[config.mk]
export PLATFORM = sky130hd
export DESIGN_NAME = alu_chain_ctrl
export DESIGN_NICKNAME = d
export VERILOG_FILES = /design/src/rtl/alu_chain_pkg.sv /design/src/rtl/alu_chain_ctrl.sv
export SDC_FILE = /design/constraint.sdc
export NUM_CORES = 1
export LEC_CHECK = 0
export ABC_AREA = 0
export ABC_CLOCK_PERIOD_IN_PS = 2600
export BUFFER_PORTS_ARGS = -buffer_cell sky130_fd_sc_hd__buf_2
export CELL_PAD_IN_SITES_DETAIL_PLACEMENT = 1
export CELL_PAD_IN_SITES_GLOBAL_PLACEMENT = 1
export CORE_UTILIZATION = 35
export DETAILED_ROUTE_END_ITERATION = 10
export PLACE_DENSITY_LB_ADDON = 0.1
export SYNTH_ARGS = -nofsm -noshare
export SYNTH_HDL_FRONTEND = slang
export SYNTH_SLANG_ARGS = --single-unit
[constraint.sdc]
create_clock -name Clk -period 2.6 [get_ports Clk]
set_input_delay 0.39 -clock Clk [delete_from_list [all_inputs] [get_ports Clk]]
set_output_delay 0.39 -clock Clk [all_outputs]
set_load 0.01 [all_outputs]
[src/rtl/alu_chain_pkg.sv]
// Shared constants for the byte-serial ALU chain controller.
// ALU_CHAIN_EQL_EN enables the multi-byte equality opcode.
package alu_chain_pkg;

   localparam int NBYTES_MIN = 2;
   localparam int NBYTES_MAX = 4;

   localparam logic [3:0] OP_ADD  = 4'b0000;
   localparam logic [3:0] OP_SUB  = 4'b0001;
   localparam logic [3:0] OP_NAND = 4'b0110;
   localparam logic [3:0] OP_OR   = 4'b0111;
   localparam logic [3:0] OP_EQL  = 4'b1110;

   typedef enum logic [1:0] {
      ST_IDLE = 2'd0,
      ST_RUN  = 2'd1,
      ST_DONE = 2'd2
   } state_e;

   function automatic logic opSupported(input logic [3:0] op);
      case (op)
         OP_ADD, OP_SUB, OP_NAND, OP_OR: return 1'b1;
`ifdef ALU_CHAIN_EQL_EN
         OP_EQL: return 1'b1;
`endif
         default: return 1'b0;
      endcase
   endfunction

endpackage

[src/rtl/alu_chain_ctrl.sv]
// Sequences a wide operation through an external 8-bit ALU one byte per cycle.
// Define ALU_CHAIN_EQL_EN to support the equality opcode (1110).
module alu_chain_ctrl
   import alu_chain_pkg::*;
#(
   parameter int NBYTES = 2
) (
   input  logic                Clk,
   input  logic                Reset_n,
   input  logic                Start,
   input  logic [8*NBYTES-1:0] OpA,
   input  logic [8*NBYTES-1:0] OpB,
   input  logic [3:0]          Op,
   output logic                Busy,
   output logic                Done,
   output logic [8*NBYTES-1:0] Result,
   output logic                CarryOut,
   output logic                OpErr,
   output logic [7:0]          AluA,
   output logic [7:0]          AluB,
   output logic [3:0]          AluOp,
   output logic                AluOvIn,
   input  logic [7:0]          AluOut,
   input  logic                AluOvOut
);

   localparam int         W        = 8 * NBYTES;
   localparam logic [1:0] LAST_IDX = 2'(NBYTES - 1);

   state_e         state_q, state_d;
   logic [1:0]     idx_q, idx_d;
   logic [W-1:0]   a_q, a_d;
   logic [W-1:0]   b_q, b_d;
   logic [3:0]     op_q, op_d;
   logic [W-1:0]   result_q, result_d;
   logic           carry_q, carry_d;
   logic           opErr_q, opErr_d;
   logic           ovPrev_q, ovPrev_d;
`ifdef ALU_CHAIN_EQL_EN
   logic           eqlAcc_q, eqlAcc_d;
`endif

   always_comb begin
      state_d  = state_q;
      idx_d    = idx_q;
      a_d      = a_q;
      b_d      = b_q;
      op_d     = op_q;
      result_d = result_q;
      carry_d  = carry_q;
      opErr_d  = opErr_q;
      ovPrev_d = ovPrev_q;
`ifdef ALU_CHAIN_EQL_EN
      eqlAcc_d = eqlAcc_q;
`endif
      AluA     = '0;
      AluB     = '0;
      AluOp    = '0;
      AluOvIn  = 1'b0;

      case (state_q)
         ST_IDLE: begin
            if (Start) begin
               a_d      = OpA;
               b_d      = OpB;
               op_d     = Op;
               idx_d    = '0;
               carry_d  = 1'b0;
               ovPrev_d = 1'b0;
`ifdef ALU_CHAIN_EQL_EN
               eqlAcc_d = 1'b1;
`endif
               if (opSupported(Op)) begin
                  opErr_d = 1'b0;
                  state_d = ST_RUN;
               end else begin
                  opErr_d  = 1'b1;
                  result_d = '0;
                  state_d  = ST_DONE;
               end
            end
         end

         ST_RUN: begin
            AluA  = a_q[8*idx_q +: 8];
            AluB  = b_q[8*idx_q +: 8];
            AluOp = op_q;
            // The ALU chains add carries directly but subtract borrows, so sub inverts the link
            if (idx_q != 2'd0) begin
               if (op_q == OP_ADD)      AluOvIn = ovPrev_q;
               else if (op_q == OP_SUB) AluOvIn = ~ovPrev_q;
            end
            ovPrev_d = AluOvOut;
`ifdef ALU_CHAIN_EQL_EN
            if (op_q == OP_EQL) begin
               eqlAcc_d = eqlAcc_q & AluOut[0];
               result_d = '0;
               result_d[0] = eqlAcc_q & AluOut[0];
            end else begin
               result_d[8*idx_q +: 8] = AluOut;
            end
`else
            result_d[8*idx_q +: 8] = AluOut;
`endif
            if (idx_q == LAST_IDX) begin
               idx_d   = '0;
               state_d = ST_DONE;
               if (op_q == OP_ADD)      carry_d = AluOvOut;
               else if (op_q == OP_SUB) carry_d = ~AluOvOut;
               else                     carry_d = 1'b0;
            end else begin
               idx_d = idx_q + 2'd1;
            end
         end

         ST_DONE: state_d = ST_IDLE;

         default: state_d = ST_IDLE;
      endcase
   end

   always_ff @(posedge Clk or negedge Reset_n) begin
      if (!Reset_n) begin
         state_q  <= ST_IDLE;
         idx_q    <= '0;
         a_q      <= '0;
         b_q      <= '0;
         op_q     <= '0;
         result_q <= '0;
         carry_q  <= 1'b0;
         opErr_q  <= 1'b0;
         ovPrev_q <= 1'b0;
`ifdef ALU_CHAIN_EQL_EN
         eqlAcc_q <= 1'b0;
`endif
      end else begin
         state_q  <= state_d;
         idx_q    <= idx_d;
         a_q      <= a_d;
         b_q      <= b_d;
         op_q     <= op_d;
         result_q <= result_d;
         carry_q  <= carry_d;
         opErr_q  <= opErr_d;
         ovPrev_q <= ovPrev_d;
`ifdef ALU_CHAIN_EQL_EN
         eqlAcc_q <= eqlAcc_d;
`endif
      end
   end

   assign Busy     = (state_q != ST_IDLE);
   assign Done     = (state_q == ST_DONE);
   assign Result   = result_q;
   assign CarryOut = carry_q;
   assign OpErr    = opErr_q;

endmodule

Word-level counts from Yosys, hierarchy flattened. Index checks and enable logic that the tools add are counted. Widths: inputs -> output; s select.

Reductions and logical operators: 12. Magnitude comparators: 0. Shifts and indexed selects: 4. Mux-type cells: 28. Div/mod/pow operators: 0. Multiply operators: 0. Equal/unequal tests: 10. Bitwise gates (word level): 2. Add/subtract/negate cells: 2.

Operators by type and width (number): $neg 5->34 (1); $shift 8x34->16 const A (1); $shiftx 8x34->16 (1); $mux 16 (2); $pmux 16 s2 (1); $shiftx 16x6->8 (2); $bwmux 16 (1); $mux 8 (2); $mux 1 (12); $mux 2 (5); $eq 4x1->1 const B (2); $eq 4x3->1 const B (2); $logic_not 4->1 (2); $pmux 2 s2 (2); $ne 2x2->1 const B (3); $reduce_and 2->1 (3); $reduce_and 3->1 (2); $reduce_bool 2->1 (3); $eq 2x1->1 const B (2); $mux 4 (1); $pmux 1 s2 (2); $reduce_or 4->1 (1); $add 2x1->2 const B (1); $eq 2x2->1 const B (1); other kinds (2) (3).

Bits in latches: 0. Memories: 0. Input bits: 48. Word-level logic and storage cells: 67. Bits in registers: 59. Output and inout bits: 41. Bits in read-only memories: 0. RAM bits: 0.

Logic depth before layout (Yosys ltp). Gate-level depths: netlist (run 1).

Word-level depth: 8. Gate-level depth with buffers: 8. Gate-level depth less buffers: 5.

Least setup slack after synthesis (run 1). Ideal clock, no wire load.

Kind: reg2reg. Start point: reg idx_q[0]. End point: reg result_q[10], in the netlist Result[10]. Stages on the path, launching flop included: 8. Clock period less this slack: 2008 ps. Setup time: 69 ps. Buffers on the path: 2. Setup slack: 592 ps. Data required time: 2531 ps. Arrival: 1939 ps. Cell sequence: dfrtp_1 buf_2 buf_1 inv_1 ha_1 nand2_1 nor3_1 a32o_1.

Word-level cells in the longest chain between the ends: 4. Elaborated cells on any way between the ends: 5. Classes of those cells: add/sub: 1; shift: 2; mux: 2.

Ends and longest elaborated chain: start, declared (line alu_chain_ctrl.sv:31) `logic [1:0] idx_q, idx_d;`; start signal, assigned (line alu_chain_ctrl.sv:138) `idx_q <= idx_d;`; $neg 5->34 * (line alu_chain_ctrl.sv:103) `result_d[8*idx_q +: 8] = AluOut;`; $shiftx 8x34->16 / $shift 8x34->16 (equally long branches) (line alu_chain_ctrl.sv:103); $bwmux 16 * (line alu_chain_ctrl.sv:103); $pmux 16 s2 * (line alu_chain_ctrl.sv:61) `case (state_q)`; end signal, assigned (line alu_chain_ctrl.sv:142) `result_q <= result_d;`; end, declared (line alu_chain_ctrl.sv:35) `logic [W-1:0] result_q, result_d;`.

Every way passes the cells marked *; elsewhere a longest branch is shown, timed or not. A chain may end at the register's enable or synchronous reset.

Worst setup path in the final report (run 1).
Start point: reg state_q[0]. End point: out AluB[3].

Word-level cells in the longest chain between the ends: 2.

Ends and longest elaborated chain: start, declared (line alu_chain_ctrl.sv:30) `state_e state_q, state_d;`; start signal, assigned (line alu_chain_ctrl.sv:137) `state_q <= state_d;`; $eq 2x1->1 (line alu_chain_ctrl.sv:61); $mux 8 (line alu_chain_ctrl.sv:61); end, declared (line alu_chain_ctrl.sv:20) `output logic [7:0] AluB,`.

Every way passes these cells.

==> reports/metrics.csv, run 1 <==
stage,metric,value,unit
cells_and_area,num-fill-cells,898,
critical_path,slowest_stage,dfrtp_1,
sta,whs,0.197,ns
global_route,grt_pass1_vias,2503,
critical_path,required,2.21,ns
cells_and_area,drive_gt1_share,30.3,%
drt,first_pass_iters,4,
clock_network,clk_pin_slew,0.07,ns
floorplan,num_rows,31,
sta,setup-tns-final,0,ns
synthesis,syn_area,2750,sq um
global_route,grt.total_usage,18.3,%
cells_and_area,final_cell_mix,"126 x nand2_1, 88 x buf_2, 59 x dfrtp_1",
critical_path,worstSetupEndpointType,primary output,
placed_design,io_buffers,88,
clock_network,htree_levels,3,
clock_network,postCtsSetupBuffers,0,
hold_path,holdCritPathClass,input pin to asynchronous set/reset pin,
sta,report.final.hold_viol_count,0,
clock_network,cts_made_buffers,9,
cells_and_area,antenna_cells,0,
sta,slew_headroom,49.6,%
floorplan,core_area,7410,sq um
synthesis,synth.area.top_cells,"dfrtp_1 54%, nand2_1 17%, mux2i_1 5.8%",
drt,viasPerCell,4.81,
drt,ant_nets,0,
synthesis,netlist_instances,296,
cells_and_area,final_nets,438,
global_route,antenna_found_initial,0,
synthesis,synth_nets,349,
synthesis,yosysUniqueCellTypes,36,
critical_path,critPathBufInv,1,
power,p_total,3.84,mW
synthesis,synth_seq_area_share,53.8,%
job,cap_violations,0,
critical_path,crit_type,register to primary output,
critical_path,critPathLaunchType,register,
placed_design,place_congestion,0.746,
drt,drc,0,
synthesis,yosys.area.top_type,dfrtp_1,
synthesis,synth-seq-cells,59,
sta,finClkSkew,0.00511,ns
run_status,status,"finished, final reports clean",
power,static-leakage-power,1.88,nW
cells_and_area,area_growth,28.0,%
critical_path,crit_family,simple AND/OR/NAND/NOR gates,
clock_network,hold_buffers,0,
critical_path,arrival,1.87,ns
power,p_per_area,1090,nW/um^2
synthesis,syn_avg_cell_area,9.27,sq um
placed_design,dp.final_hpwl,4760,microns
floorplan,die-area,8200,sq um
power,ir_worst_vdd,0.355,mV
sta,setup_viol,0,
sta,period_share,86.8,%
critical_path,crit_path_cell_trace,nor2b_1 -> nand2_2 -> nor2_1 -> buf_2,
critical_path,cp_max_fo,16,
floorplan,ioPinCount,89,
clock_network,clockRootBuffer,clkbuf_8,
floorplan,die_width,90.6,microns
sta,fmax,443,MHz
drt,wl_per_cell,14.2,microns
sta,period_minus_slack,2.26,ns
placed_design,place_ws,0.675,ns
global_route,grt_pass1_wl,11900,microns
synthesis,yosysWarnings,0,
sta,setup_ws,0.344,ns
drt,drtIter0Drc,52,
clock_network,clk-insertion-delay-late,0.34,ns
sta,rsz0062_at_grt,no,
clock_network,cts_tree,done,
floorplan,initial_core_util,37.1,%
clock_network,ctsResizeCount,0,
sta,final_max_slew_viol_count,0,
cells_and_area,final_cells,489,
cells_and_area,final_common_cell,nand2_1,
clock_network,cts.sinks,59,
cells_and_area,postLayoutCoreUtil,47.4,%
drt,drt-total-wl,6930,microns
critical_path,max_stage_delay,0.57,ns
clock_network,clockBufferDepth,2,
sta,tightest_slew,0.756,ns
placed_design,place_inst,473,
synthesis,synth_top_area_share,53.8,%
global_route,grt.overflow.total,0,
cells_and_area,fin_area,3510,sq um
global_route,grt_max_degree,60,
drt,dr_total_vias,2354,
placed_design,postPlaceCellArea,3270,sq um
floorplan,die_y,90.6,microns
-- report_power, final --
part,internal [mW],total [mW],switching (mW)
clock network,0.660,1.03,0.368
registers,1.29,1.54,0.248
logic,0.527,1.27,0.745
total,2.48,3.84,1.36
-- cells by family after synthesis --
group | after synthesis | synth area share [%]
buffers and inverters | 19 | 3.60
AO/OA/AOI/OAI | 25 | 7.16
multiplexers | 16 | 5.83
adder cells (fa/ha/maj) | 5 | 2.28
AND/OR/NAND/NOR | 169 | 26.4
flip-flops | 59 | 53.8
XOR/XNOR | 3 | 0.957
-- path summary, 6_finish.rpt --
path,from,endpoint,slack (ns),cells past startpoint
setup / recovery,state_q[0],AluB[3],0.34,4
hold / removal,Reset_n,Result[4],0.20,2
setup reg to reg,idx_q[0],Result[12],0.68,5
hold reg to reg,b_q[2],b_q[2],0.48,2
max in group asynchronous,Reset_n,b_q[9],1.89,2
min in group Clk,OpB[4],b_q[4],0.24,3
-- worst reg2reg max path, delay by kind of cell, from the launching register on --
kind | cells | cell delay, ns
AOI/OAI and AO/OA | 1 | 0.21
buffers and inverters | 1 | 0.15
DFF | 1 | 0.56
and+or+nand+nor | 2 | 0.52
adders and majority gates | 1 | 0.42
-- Yosys cell counts --
library cell	count
nor3_2	1
nand2b_4	1
buf_4	1
o32ai_2	1
or3b_4	1
nor4b_2	1
ha_1	5
o21a_1	1
or4_4	1
nor3_1	2
buf_2	6
clkbuf_1	5
nand3_1	5
nor2b_1	3
a21o_1	1
o31ai_1	2
a21oi_1	1
dfrtp_1	59
xnor2_1	2
buf_6	2
a32o_1	8
mux2i_1	16
buf_1	1
or2_2	1
xor2_1	1
o21ai_1	1
inv_1	3
nor2_1	19
nand3b_1	2
clkbuf_2	1
o21ai_0	2
nand2_1	126
nand2_2	1
and2_1	4
o22ai_1	8
nor3b_2	1
-- layout make-up --
cell class	count	area [sq um]	share of cell area, %
timing repair buffer	94	485	13.8
multi-input combinational	218	1180	33.5
clock buffer	11	141	4.02
tap	99	124	3.52
inverter	3	11.3	0.320
clock inverter	5	100	2.85
sequential	59	1480	42.0
-- registers in the layout (all words and copies together) (netlist names) --
name and count:
idx_q 2, state_q 2, b_q 16, CarryOut 1
Result 16, ovPrev_q 1, op_q 4, OpErr 1
a_q 16
-- routing by layer --
layer,global-route usage (%),vias to the layer above,wire length (microns)
met2,31.3,54,3420
met4,7.66,0,105
li1,-,1142,-
met1,22.6,1149,3120
met5,0,-,0
met3,3.20,9,281
Power figures use the tool's default switching activity.
==> run 2, diff against run 1 <==
--- a/config.mk
+++ b/config.mk
@@ -13,6 +13,7 @@
 export CORE_UTILIZATION = 35
 export DETAILED_ROUTE_END_ITERATION = 10
 export PLACE_DENSITY_LB_ADDON = 0.1
+export REMOVE_ABC_BUFFERS = 1
 export SYNTH_ARGS = -nofsm -noshare
 export SYNTH_HDL_FRONTEND = slang
 export SYNTH_SLANG_ARGS = --single-unit
==> run 2 against run 1 <==
Compared with the run above: via count fell by 2.5%; non-clock buffer count unchanged; global-route usage hardly changed; die area stayed put; register-to-register slack worse by 0.05 ns; clock-buffer cell count is 1 higher; flip-flop and latch count did not move; sequential power hardly changed; combinational power about the same; critical path type unchanged; utilization decreased by 0.19 points; clock skew rose by 0.0048 ns.
==> reports/metrics.csv, run 2 (synthesis results as in run 1) <==
stage,metric,value,unit,change
floorplan,initial_core_util,37.1,%,unchanged
power,p_per_area,1070,nW/um^2,-2.0%
cells_and_area,multi_input_area,1180,sq um,unchanged
drt,drt-total-wl,6960,microns,+0.52%
drt,drtIter0Drc,72,,+38%
clock_network,clk_pin_slew,0.07,ns,about the same
global_route,grt.total_usage,18.3,%,+0.046 points
floorplan,die_y,90.6,microns,unchanged
critical_path,max_stage_delay,0.58,ns,about the same
drt,drc,0,,unchanged
floorplan,die_width,90.6,microns,unchanged
sta,rsz0062_at_grt,no,,
clock_network,cts_made_buffers,9,,unchanged
clock_network,postCtsSetupBuffers,0,,unchanged
global_route,grt_pass1_vias,2427,,-3.0%
job,cap_violations,0,,unchanged
sta,slew_headroom,58.7,%,+9.1 points
sta,tightest_slew,0.616,ns,-0.140 ns
hold_path,holdCritPathClass,input pin to asynchronous set/reset pin,,
cells_and_area,antenna_cells,0,,unchanged
sta,setup_viol,0,,unchanged
placed_design,place_congestion,0.734,,-1.6%
floorplan,die-area,8200,sq um,unchanged
drt,viasPerCell,4.69,,-2.5%
sta,whs,0.0295,ns,-0.168 ns
run_status,status,"finished, final reports clean",,
drt,wl_per_cell,14.2,microns,+0.52%
drt,first_pass_iters,4,,unchanged
placed_design,place_inst,473,,unchanged
critical_path,required,2.21,ns,about the same
critical_path,arrival,1.89,ns,+0.02 ns
floorplan,ioPinCount,89,,unchanged
cells_and_area,regArea,1480,sq um,unchanged
critical_path,slowest_stage,dfrtp_1,,
critical_path,crit_family,simple AND/OR/NAND/NOR gates,,
floorplan,num_rows,31,,unchanged
clock_network,hold_buffers,0,,unchanged
cells_and_area,num-fill-cells,918,,+2.2%
cells_and_area,area_growth,27.5,%,
sta,setup-tns-final,0,ns,unchanged
cells_and_area,drive_gt1_share,30.3,%,unchanged
clock_network,clockRootBuffer,clkbuf_8,,
clock_network,clockBufferDepth,2,,unchanged
power,p_total,3.75,mW,-2.4%
sta,final_max_slew_viol_count,0,,unchanged
floorplan,core_area,7410,sq um,unchanged
placed_design,io_buffers,88,,unchanged
critical_path,critPathBufInv,2,,+1
global_route,grt.overflow.total,0,,unchanged
drt,dr_total_vias,2294,,-2.5%
critical_path,crit_path_cell_trace,nor2b_1 -> buf_4 -> nand2_2 -> nor2_1 -> buf_2,,
sta,fmax,438,MHz,-1.3%
global_route,grt_pass1_wl,11900,microns,-0.64%
cells_and_area,final_common_cell,nand2_1,,
power,static-leakage-power,1.87,nW,-0.54%
clock_network,clk-insertion-delay-late,0.33,ns,about the same
global_route,grt_max_degree,40,,-33%
global_route,antenna_found_initial,0,,unchanged
sta,finClkSkew,0.00991,ns,+0.00480 ns
clock_network,ctsResizeCount,0,,unchanged
sta,report.final.hold_viol_count,0,,unchanged
power,ir_worst_vdd,0.401,mV,+13%
critical_path,cp_max_fo,16,,unchanged
sta,period_minus_slack,2.28,ns,+0.0287 ns
cells_and_area,final_cells,489,,unchanged
clock_network,cts_tree,done,,
placed_design,dp.final_hpwl,4960,microns,+4.1%
sta,period_share,87.9,%,+1.1 points
critical_path,crit_type,register to primary output,,
clock_network,htree_levels,3,,unchanged
clock_network,cts.sinks,59,,unchanged
cells_and_area,final_cell_mix,"126 x nand2_1, 88 x buf_2, 59 x dfrtp_1",,
critical_path,critPathLaunchType,register,,
critical_path,worstSetupEndpointType,primary output,,
drt,ant_nets,0,,unchanged
cells_and_area,final_nets,438,,unchanged
run 2: per-stage QoR:
| stage | utilization (%) | instance area [sq um] | worst slack, ns |
|---|---|---|---|
| CTS | 47.3 | 3500 | 0.305 |
| detailed placement | 44.2 | 3270 | 0.663 |
| floorplan | - | 2660 | -0.0526 |
| finish | 47.3 | 3500 | 0.315 |
| global route | 47.3 | 3500 | 0.216 |
| global placement | 44.2 | 3270 | 0.677 |
run 2: path summary, 6_finish.rpt:
| kind | start | endpoint | slack (ns) | cells after the start |
|---|---|---|---|---|
| max | state_q[0] | AluA[2] | 0.32 | 5 |
| min | Reset_n | a_q[6] | 0.03 | 1 |
| max reg2reg | idx_q[0] | Result[10] | 0.63 | 5 |
| min reg2reg | a_q[13] | a_q[13] | 0.47 | 2 |
| max in group asynchronous | Reset_n | a_q[8] | 1.88 | 2 |
| min in group Clk | OpB[0] | b_q[0] | 0.24 | 3 |
run 2: metal layers:
layer	part of all wire [%]	track usage, %	vias to the layer above	wire, microns
met4	1.1	6.05	0	76
met5	0	0	-	0
met1	47	24.1	1081	3260
li1	-	-	1144	-
met3	4.2	3.54	8	292
met2	48	30.2	61	3340
run 2: final cells by class:
type	instances	share of cell area [%]
clock buffer	12	4.43
tap	99	3.54
sequential	59	42.2
clock inverter	4	2.07
timing repair buffer	94	13.9
multi-input combinational	218	33.6
inverter	3	0.322
run 2: report_power, final:
part	internal (mW)	switching [mW]
clock network	0.591	0.354
registers	1.29	0.229
logic	0.527	0.755
total	2.41	1.34
